<file path="src/rtl/ifu_pkg.sv">
// ---------------------------------------------------------------------------
// ifu_pkg
// Shared definitions for the instruction fetch unit.
//   RESET_PC_DEFAULT : default first fetch address after reset
//   INST_ALIGN_MASK  : low address bits that must be zero for a 32-bit instruction
//   fetch_entry_t    : one queued instruction tagged with the PC it was fetched from
// ---------------------------------------------------------------------------
package ifu_pkg;

    localparam logic [31:0] RESET_PC_DEFAULT = 32'h8000_0000;

    // Instructions are word aligned; these low bits are cleared on redirect.
    localparam logic [1:0]  INST_ALIGN_MASK  = 2'b11;

    typedef struct packed {
        logic [31:0] pc;
        logic [31:0] inst;
    } fetch_entry_t;

endpackage

</file>
<file path="src/rtl/ifu_prefetch_if.sv">
// ---------------------------------------------------------------------------
// ifu_prefetch_if
// Bus bundle between the fetch unit, instruction memory and the IDU.
//   imem_req_*  : fetch request (valid/ready, address)
//   imem_rsp_*  : in-order instruction response (always accepted)
//   inst_*      : queue head towards the IDU (valid/ready, instruction, pc)
// Modport master is the fetch unit; slave is the memory/IDU side.
// ---------------------------------------------------------------------------
interface ifu_prefetch_if #(
    parameter int DATA_LEN = 32
);
    logic                imem_req_valid;
    logic                imem_req_ready;
    logic [DATA_LEN-1:0] imem_req_addr;
    logic                imem_rsp_valid;
    logic [DATA_LEN-1:0] imem_rsp_data;
    logic                inst_valid;
    logic                inst_ready;
    logic [DATA_LEN-1:0] inst_out;
    logic [DATA_LEN-1:0] pc_out;

    modport master (
        output imem_req_valid, imem_req_addr, inst_valid, inst_out, pc_out,
        input  imem_req_ready, imem_rsp_valid, imem_rsp_data, inst_ready
    );

    modport slave (
        input  imem_req_valid, imem_req_addr, inst_valid, inst_out, pc_out,
        output imem_req_ready, imem_rsp_valid, imem_rsp_data, inst_ready
    );
endinterface

</file>
<file path="src/rtl/ifu_fifo.sv">
// ---------------------------------------------------------------------------
// ifu_fifo
// Synchronous DEPTH-entry FIFO holding fetched instructions.
//   sys_clk, rst_n : clock, asynchronous active-low reset
//   push/push_data : write an entry at the tail
//   pop            : drop the head entry
//   flush          : empty the queue (wins over push and pop)
//   count          : number of stored entries (0..DEPTH)
//   head           : oldest entry (meaningful only while count != 0)
// ---------------------------------------------------------------------------
module ifu_fifo
    import ifu_pkg::*;
#(
    parameter type entry_t = fetch_entry_t,
    parameter int  DEPTH   = 4,
    localparam int PTR_W   = $clog2(DEPTH),
    localparam int CNT_W   = PTR_W + 1
) (
    input  logic             sys_clk,
    input  logic             rst_n,
    input  logic             push,
    input  entry_t           push_data,
    input  logic             pop,
    input  logic             flush,
    output logic [CNT_W-1:0] count,
    output entry_t           head
);

    entry_t           mem [DEPTH];
    logic [PTR_W-1:0] wr_ptr;
    logic [PTR_W-1:0] rd_ptr;

    // Storage is reset as well so the head reads as zero straight out of reset.
    always_ff @(posedge sys_clk or negedge rst_n) begin
        if (!rst_n) begin
            wr_ptr <= '0;
            rd_ptr <= '0;
            count  <= '0;
            for (int i = 0; i < DEPTH; i++) begin
                mem[i] <= '0;
            end
        end else if (flush) begin
            wr_ptr <= '0;
            rd_ptr <= '0;
            count  <= '0;
        end else begin
            if (push) begin
                mem[wr_ptr] <= push_data;
                wr_ptr      <= wr_ptr + PTR_W'(1);
            end
            if (pop) begin
                rd_ptr <= rd_ptr + PTR_W'(1);
            end
            count <= count + CNT_W'(push) - CNT_W'(pop);
        end
    end

    assign head = mem[rd_ptr];

    // The fetch unit's credit scheme must never push into a full queue.
    fifo_no_overflow: assert property (@(posedge sys_clk) disable iff (!rst_n)
        !(push && !pop && !flush && count == CNT_W'(DEPTH)));

    fifo_no_underflow: assert property (@(posedge sys_clk) disable iff (!rst_n)
        !(pop && !flush && count == '0));

endmodule

</file>
<file path="src/rtl/ifu_prefetch.sv">
// ---------------------------------------------------------------------------
// ifu_prefetch
// Pipelined instruction fetch unit for the RV32 core.
//   sys_clk, sys_rst_n : clock, asynchronous active-low reset
//   rst_n              : synchronised reset exported to the rest of the core
//   jump_flag, jump_pc : one-cycle redirect request and target from EXU
//   bus (master)       : imem request/response and the IDU instruction stream
// Requests are only issued while count + inflight < FIFO_DEPTH, so every
// response always finds room in the queue.
// ---------------------------------------------------------------------------
module ifu_prefetch
    import ifu_pkg::*;
#(
    parameter int                  DATA_LEN        = 32,
    parameter logic [DATA_LEN-1:0] RESET_PC        = DATA_LEN'(RESET_PC_DEFAULT),
    parameter int                  FIFO_DEPTH      = 4,
    parameter int                  RST_SYNC_STAGES = 2
) (
    input  logic                sys_clk,
    input  logic                sys_rst_n,
    output logic                rst_n,
    input  logic                jump_flag,
    input  logic [DATA_LEN-1:0] jump_pc,
    ifu_prefetch_if.master      bus
);

    localparam int CNT_W = $clog2(FIFO_DEPTH) + 1;

    typedef struct packed {
        logic [DATA_LEN-1:0] pc;
        logic [DATA_LEN-1:0] inst;
    } entry_t;

    logic [RST_SYNC_STAGES-1:0] rst_sync;
    logic [DATA_LEN-1:0]        fetch_pc;
    logic [DATA_LEN-1:0]        rsp_pc;
    logic [DATA_LEN-1:0]        jump_target;
    logic [CNT_W-1:0]           inflight;
    logic [CNT_W-1:0]           inflight_new;
    logic [CNT_W-1:0]           drop_cnt;
    logic [CNT_W-1:0]           count;
    logic [CNT_W:0]             occupancy;
    logic                       req_fire;
    logic                       rsp_push;
    logic                       pop;
    entry_t                     push_entry;
    entry_t                     head;

    // Assert asynchronously, release after RST_SYNC_STAGES clean edges.
    always_ff @(posedge sys_clk or negedge sys_rst_n) begin
        if (!sys_rst_n) begin
            rst_sync <= '0;
        end else begin
            rst_sync <= {rst_sync[RST_SYNC_STAGES-2:0], 1'b1};
        end
    end

    assign rst_n = rst_sync[RST_SYNC_STAGES-1];

    assign jump_target  = jump_pc & ~DATA_LEN'(INST_ALIGN_MASK);
    // Queued entries plus outstanding requests: every slot already promised.
    assign occupancy    = {1'b0, count} + {1'b0, inflight};

    assign bus.imem_req_valid = rst_n & ~jump_flag & (occupancy < (CNT_W+1)'(FIFO_DEPTH));
    assign bus.imem_req_addr  = fetch_pc;
    assign req_fire           = bus.imem_req_valid & bus.imem_req_ready;

    assign inflight_new = inflight + CNT_W'(req_fire) - CNT_W'(bus.imem_rsp_valid);

    // Stale responses after a redirect are swallowed; a response in the
    // redirect cycle itself is discarded by the FIFO flush.
    assign rsp_push   = bus.imem_rsp_valid & (drop_cnt == '0);
    assign push_entry = {rsp_pc, bus.imem_rsp_data};

    assign bus.inst_valid = (count != '0) & ~jump_flag;
    assign pop            = bus.inst_valid & bus.inst_ready;
    assign bus.inst_out   = head.inst;
    assign bus.pc_out     = head.pc;

    // Fetch/response PCs and the outstanding/drop credit counters.
    always_ff @(posedge sys_clk or negedge rst_n) begin
        if (!rst_n) begin
            fetch_pc <= RESET_PC;
            rsp_pc   <= RESET_PC;
            inflight <= '0;
            drop_cnt <= '0;
        end else begin
            inflight <= inflight_new;
            if (jump_flag) begin
                fetch_pc <= jump_target;
                rsp_pc   <= jump_target;
                drop_cnt <= inflight_new;
            end else begin
                if (req_fire) begin
                    fetch_pc <= fetch_pc + DATA_LEN'(4);
                end
                if (bus.imem_rsp_valid) begin
                    if (drop_cnt != '0) begin
                        drop_cnt <= drop_cnt - CNT_W'(1);
                    end else begin
                        rsp_pc <= rsp_pc + DATA_LEN'(4);
                    end
                end
            end
        end
    end

    ifu_fifo #(
        .entry_t (entry_t),
        .DEPTH   (FIFO_DEPTH)
    ) u_fifo (
        .sys_clk   (sys_clk),
        .rst_n     (rst_n),
        .push      (rsp_push),
        .push_data (push_entry),
        .pop       (pop),
        .flush     (jump_flag),
        .count     (count),
        .head      (head)
    );

endmodule

</file>
<file path="src/flat_wrapper.sv">
// flat-port wrapper written by rule: the top's interface ports become plain ports
module ifu_prefetch_flat import ifu_pkg::*;
#(
    parameter int                  DATA_LEN        = 32,
    parameter logic [DATA_LEN-1:0] RESET_PC        = DATA_LEN'(RESET_PC_DEFAULT),
    parameter int                  FIFO_DEPTH      = 4,
    parameter int                  RST_SYNC_STAGES = 2
)
  (sys_clk, sys_rst_n, rst_n, jump_flag, jump_pc, bus_imem_req_valid, bus_imem_req_addr, bus_inst_valid, bus_inst_out, bus_pc_out, bus_imem_req_ready, bus_imem_rsp_valid, bus_imem_rsp_data, bus_inst_ready);
  ifu_prefetch_if #(.DATA_LEN(DATA_LEN)) bus_i ();
  input  logic sys_clk;
  input  logic sys_rst_n;
  output logic rst_n;
  input  logic jump_flag;
  input  logic [DATA_LEN-1:0] jump_pc;
  output wire logic [$bits(bus_i.imem_req_valid)-1:0] bus_imem_req_valid;
  output wire logic [$bits(bus_i.imem_req_addr)-1:0] bus_imem_req_addr;
  output wire logic [$bits(bus_i.inst_valid)-1:0] bus_inst_valid;
  output wire logic [$bits(bus_i.inst_out)-1:0] bus_inst_out;
  output wire logic [$bits(bus_i.pc_out)-1:0] bus_pc_out;
  input wire logic [$bits(bus_i.imem_req_ready)-1:0] bus_imem_req_ready;
  input wire logic [$bits(bus_i.imem_rsp_valid)-1:0] bus_imem_rsp_valid;
  input wire logic [$bits(bus_i.imem_rsp_data)-1:0] bus_imem_rsp_data;
  input wire logic [$bits(bus_i.inst_ready)-1:0] bus_inst_ready;
  assign bus_imem_req_valid = bus_i.imem_req_valid;
  assign bus_imem_req_addr = bus_i.imem_req_addr;
  assign bus_inst_valid = bus_i.inst_valid;
  assign bus_inst_out = bus_i.inst_out;
  assign bus_pc_out = bus_i.pc_out;
  assign bus_i.imem_req_ready = bus_imem_req_ready;
  assign bus_i.imem_rsp_valid = bus_imem_rsp_valid;
  assign bus_i.imem_rsp_data = bus_imem_rsp_data;
  assign bus_i.inst_ready = bus_inst_ready;
  ifu_prefetch #(.DATA_LEN(DATA_LEN), .RESET_PC(RESET_PC), .FIFO_DEPTH(FIFO_DEPTH), .RST_SYNC_STAGES(RST_SYNC_STAGES)) u_core (.sys_clk(sys_clk), .sys_rst_n(sys_rst_n), .rst_n(rst_n), .jump_flag(jump_flag), .jump_pc(jump_pc), .bus(bus_i));
endmodule
</file>
<file path="config.mk">
export PLATFORM = sky130hd
export DESIGN_NAME = ifu_prefetch_flat
export DESIGN_NICKNAME = d
export VERILOG_FILES = /design/src/rtl/ifu_pkg.sv /design/src/rtl/ifu_prefetch_if.sv /design/src/rtl/ifu_fifo.sv /design/src/rtl/ifu_prefetch.sv /design/src/flat_wrapper.sv
export SDC_FILE = /design/constraint.sdc
export NUM_CORES = 1
export LEC_CHECK = 0
export CORE_MARGIN = 4
export CORE_UTILIZATION = 30
export DETAILED_ROUTE_END_ITERATION = 8
export PLACE_DENSITY = 0.54
export SLEW_MARGIN = 20
export SYNTH_ARGS = -nofsm -noshare
export SYNTH_HDL_FRONTEND = slang
export SYNTH_SLANG_ARGS = --single-unit
</file>
<file path="constraint.sdc">
create_clock -name sys_clk -period 13.1 [get_ports sys_clk]
set_input_delay 3.275 -clock sys_clk [delete_from_list [all_inputs] [get_ports sys_clk]]
set_output_delay 3.275 -clock sys_clk [all_outputs]
set_load 0.005 [all_outputs]
</file>
==> impl_metrics.ini <==
[die]
dieWidth_um = 233
die_height_um = 233
io_pins = 169
start_util_pct = 30.2
num_rows = 82
die-area_um2 = 54100
core_um2 = 50100

[synthesis]
synth_flop_cell = dfrtp_1
synth_edf_count = 0
ys_ff_latch = 323
synth_top_area_share_pct = 53.1
synth-seq-area-share_pct = 53.4
async_flop_share_pct = 100
synth.area.top_cells = dfrtp_1, mux2_2, mux4_2
syn_inst = 1070
synth.avg_cell_area_um2 = 14.1
syn-cell-area_um2 = 15100
ys_types = 58
synth_area_leader_cell = dfrtp_1
yosys_warnings = 0

[worst_setup_path]
endpoint = bus_imem_req_valid
required_ps = 9820
r2r_slack_ps = 9380
r2r_cells = 6
reg2reg_to = u_core.bus.imem_req_addr[28]
slowest_stage = clkdlybuf4s50_1
critPathMaxFanout = 60
critPathLaunchType = input pin
cp_slowest_stage_delay_ps = 580
timing.rr.start = u_core.rst_sync[1]
path_class = input pin to output port
setup.worst_path.start = jump_flag
crit_chain = buf_2, buf_4, nor3b_1, and3_1, clkdlybuf4s50_1
cp-end-kind = output port
cp.arrival_ps = 4830

[finish]
fin_cells = 1921
nets = 1304
drive_gt1_share_pct = 33.3
final_common_cell = dfrtp_1
area_growth_pct = 22.6
fin_util_pct = 37.1
final_cell_mix = dfrtp_1, mux2_2, clkdlybuf4s50_1

[placement]
pre_cts_slack_ps = 4960
io_buffers = 162
place_congestion = 0.765
dp.final_hpwl_mm = 24.7
place_inst = 1850

[clock_tree]
clk_pin_slew_worst_paths_ps = 70
cts_setup_buffers = 0
htree_levels = 2
hold_buffers = 0
cts_root_buf = clkbuf_16
cts_buffers = 38
clk_latency_ps = 560
cts_max_path_buffers = 3
clock_sinks = 323
cts_tree = yes
ctsResizeCount = 0

[detailed_routing]
routed-wl-met2_mm = 18.0
vias = 9364
antenna_left = 0
firstDrtPassIters = 5
wl_met1_mm = 18.0
wl_mm = 38.7
drc = 0
wl_met3_mm = 2.18
wl_per_cell_um = 20.2
via_per_inst = 4.87
top_layer_used = met4
first_iter_violations = 496

[timing]
finalCritPeriodShare_pct = 61.9
fmax_mhz = 123
timing.max_slew.rel_slack_pct = 29.9
layout_min_cycle_time_ps = 8110
setup_violations = 0
tightest_slew_ps = 1050
layout_setup_ws_ps = 4990
tns_ps = 0
fin_skew_ps = 20.5
report.final.slew_viol_count = 0
hold_viol_final = 0
rsz0062_at_grt = no

[outcome]
status = completed

[pwr]
p_sw_uw = 973
p_int_mw = 2.55
p_sw_share_pct = 27.6
leakage_nw = 8.13
combPwrFrac_pct = 29.3
vdd_drop_max_v = 0.0000941
seq_power_share_pct = 39.7
power_frac_clock_pct = 31.0
power_density_nw_per_um2 = 190

[grt]
grt_pass1_wl_mm = 61.1
grt_usage_pct = 14.5
grt_max_degree = 170
grt-ovfl-total = 0
antenna_found_initial = 2
grt_pass1_vias = 10036

[run]
cap_violations = 0

[hold_path]
hold_path_class = register to async pin
## sequential cells by signal, indices dropped and copies added, names as in the netlist
register,count
u_core.u_fifo.wr_ptr,2
u_core.inflight,3
u_core.rst_sync,2
u_core.u_fifo.count,3
u_core.u_fifo.rd_ptr,2
u_core.drop_cnt,3
u_core.rsp_pc,30
u_core.u_fifo.mem,248
u_core.bus.imem_req_addr,30
## power by group through the flow
stage / registers, mW / logic, mW / clock network, mW
after floorplan: 1.36 / 0.615 / 0
after global placement: 1.41 / 1.04 / 0
after detailed placement: 1.42 / 1.06 / 0
after CTS: 1.40 / 1.06 / 1.13
after global routing: 1.44 / 1.13 / 1.18
final: 1.40 / 1.03 / 1.09
## stage by stage
stage          area (um^2)  power (mW)  hold WS, ps
2_1_floorplan        15200        1.97          331
3_3_place_gp         17200        2.45          277
3_5_place_dp         17200        2.48          282
4_1_cts              18600        3.60          275
5_1_grt              18600        3.74          298
6_report             18600        3.52          270
## area by class of cell
| type | count | area (um^2) |
|---|---|---|
| Antenna cell | 1 | 2.50 |
| Clock buffer | 60 | 1130 |
| Clock inverter | 10 | 178 |
| Fill cell | 4904 | 31500 |
| Inverter | 23 | 88.8 |
| Multi-Input combinational cell | 659 | 6510 |
| Sequential cell | 323 | 8090 |
| Tap cell | 672 | 841 |
| Timing Repair Buffer | 173 | 1710 |
## logic make-up (layout without fill, tap and decap cells)
| kind of cell | Yosys count | after routing | synth area share (%) |
|---|---|---|---|
| AOI/OAI and AO/OA | 66 | 66 | 2.66 |
| buffers and inverters | 91 | 266 | 3.79 |
| other | 2 | 6 | 0.0496 |
| xor gates and xnor gates | 47 | 47 | 2.72 |
| adders and majority gates | 16 | 16 | 1.42 |
| and+or+nand+nor | 199 | 199 | 7.09 |
| DFF | 323 | 323 | 53.4 |
| muxes | 326 | 326 | 28.9 |
## how the worst min path moves through the flow
| stage | startpoint | endpoint | slack, ps |
|---|---|---|---|
| finish | u_core.rst_sync[1] | u_core.u_fifo.mem[229] | 270 |
| global route | u_core.rst_sync[1] | u_core.u_fifo.mem[98] | 300 |
| CTS | u_core.rst_sync[1] | u_core.u_fifo.mem[98] | 280 |
| detailed placement | u_core.rst_sync[1] | u_core.u_fifo.mem[98] | 280 |
| global placement | u_core.rst_sync[1] | u_core.u_fifo.mem[230] | 280 |
| floorplan | u_core.rst_sync[0] | u_core.rst_sync[1] | 330 |
## synth_stat cells, types with 3 or more instances
cell	number
and2_1	4
o211ai_1	11
o311ai_0	4
or4_1	4
nand2_1	63
xor2_1	19
mux2_2	264
nand3_1	30
ha_1	14
o21ai_0	32
nor4_1	9
clkbuf_1	22
and4_1	3
buf_4	4
nor3_1	10
buf_1	3
nand2_2	4
clkbuf_8	4
nand4_1	19
dfrtp_1	321
buf_2	13
nor2_1	23
mux4_2	62
o21ai_1	3
xnor2_1	28
buf_6	21
and3_1	7
inv_1	22
a21oi_1	7
## critical path, delay by kind of cell
kind          cells  cell delay, ps
buf+inv           3             990
simple gates      2             570
## layer usage
layer | vias to the layer above | GRT usage (%)
li1 | 4205 | -
met1 | 4917 | 19.9
met2 | 202 | 23.0
met3 | 40 | 3.98
met4 | 0 | 3.08
met5 | - | 0
Power figures use the tool's default switching activity.
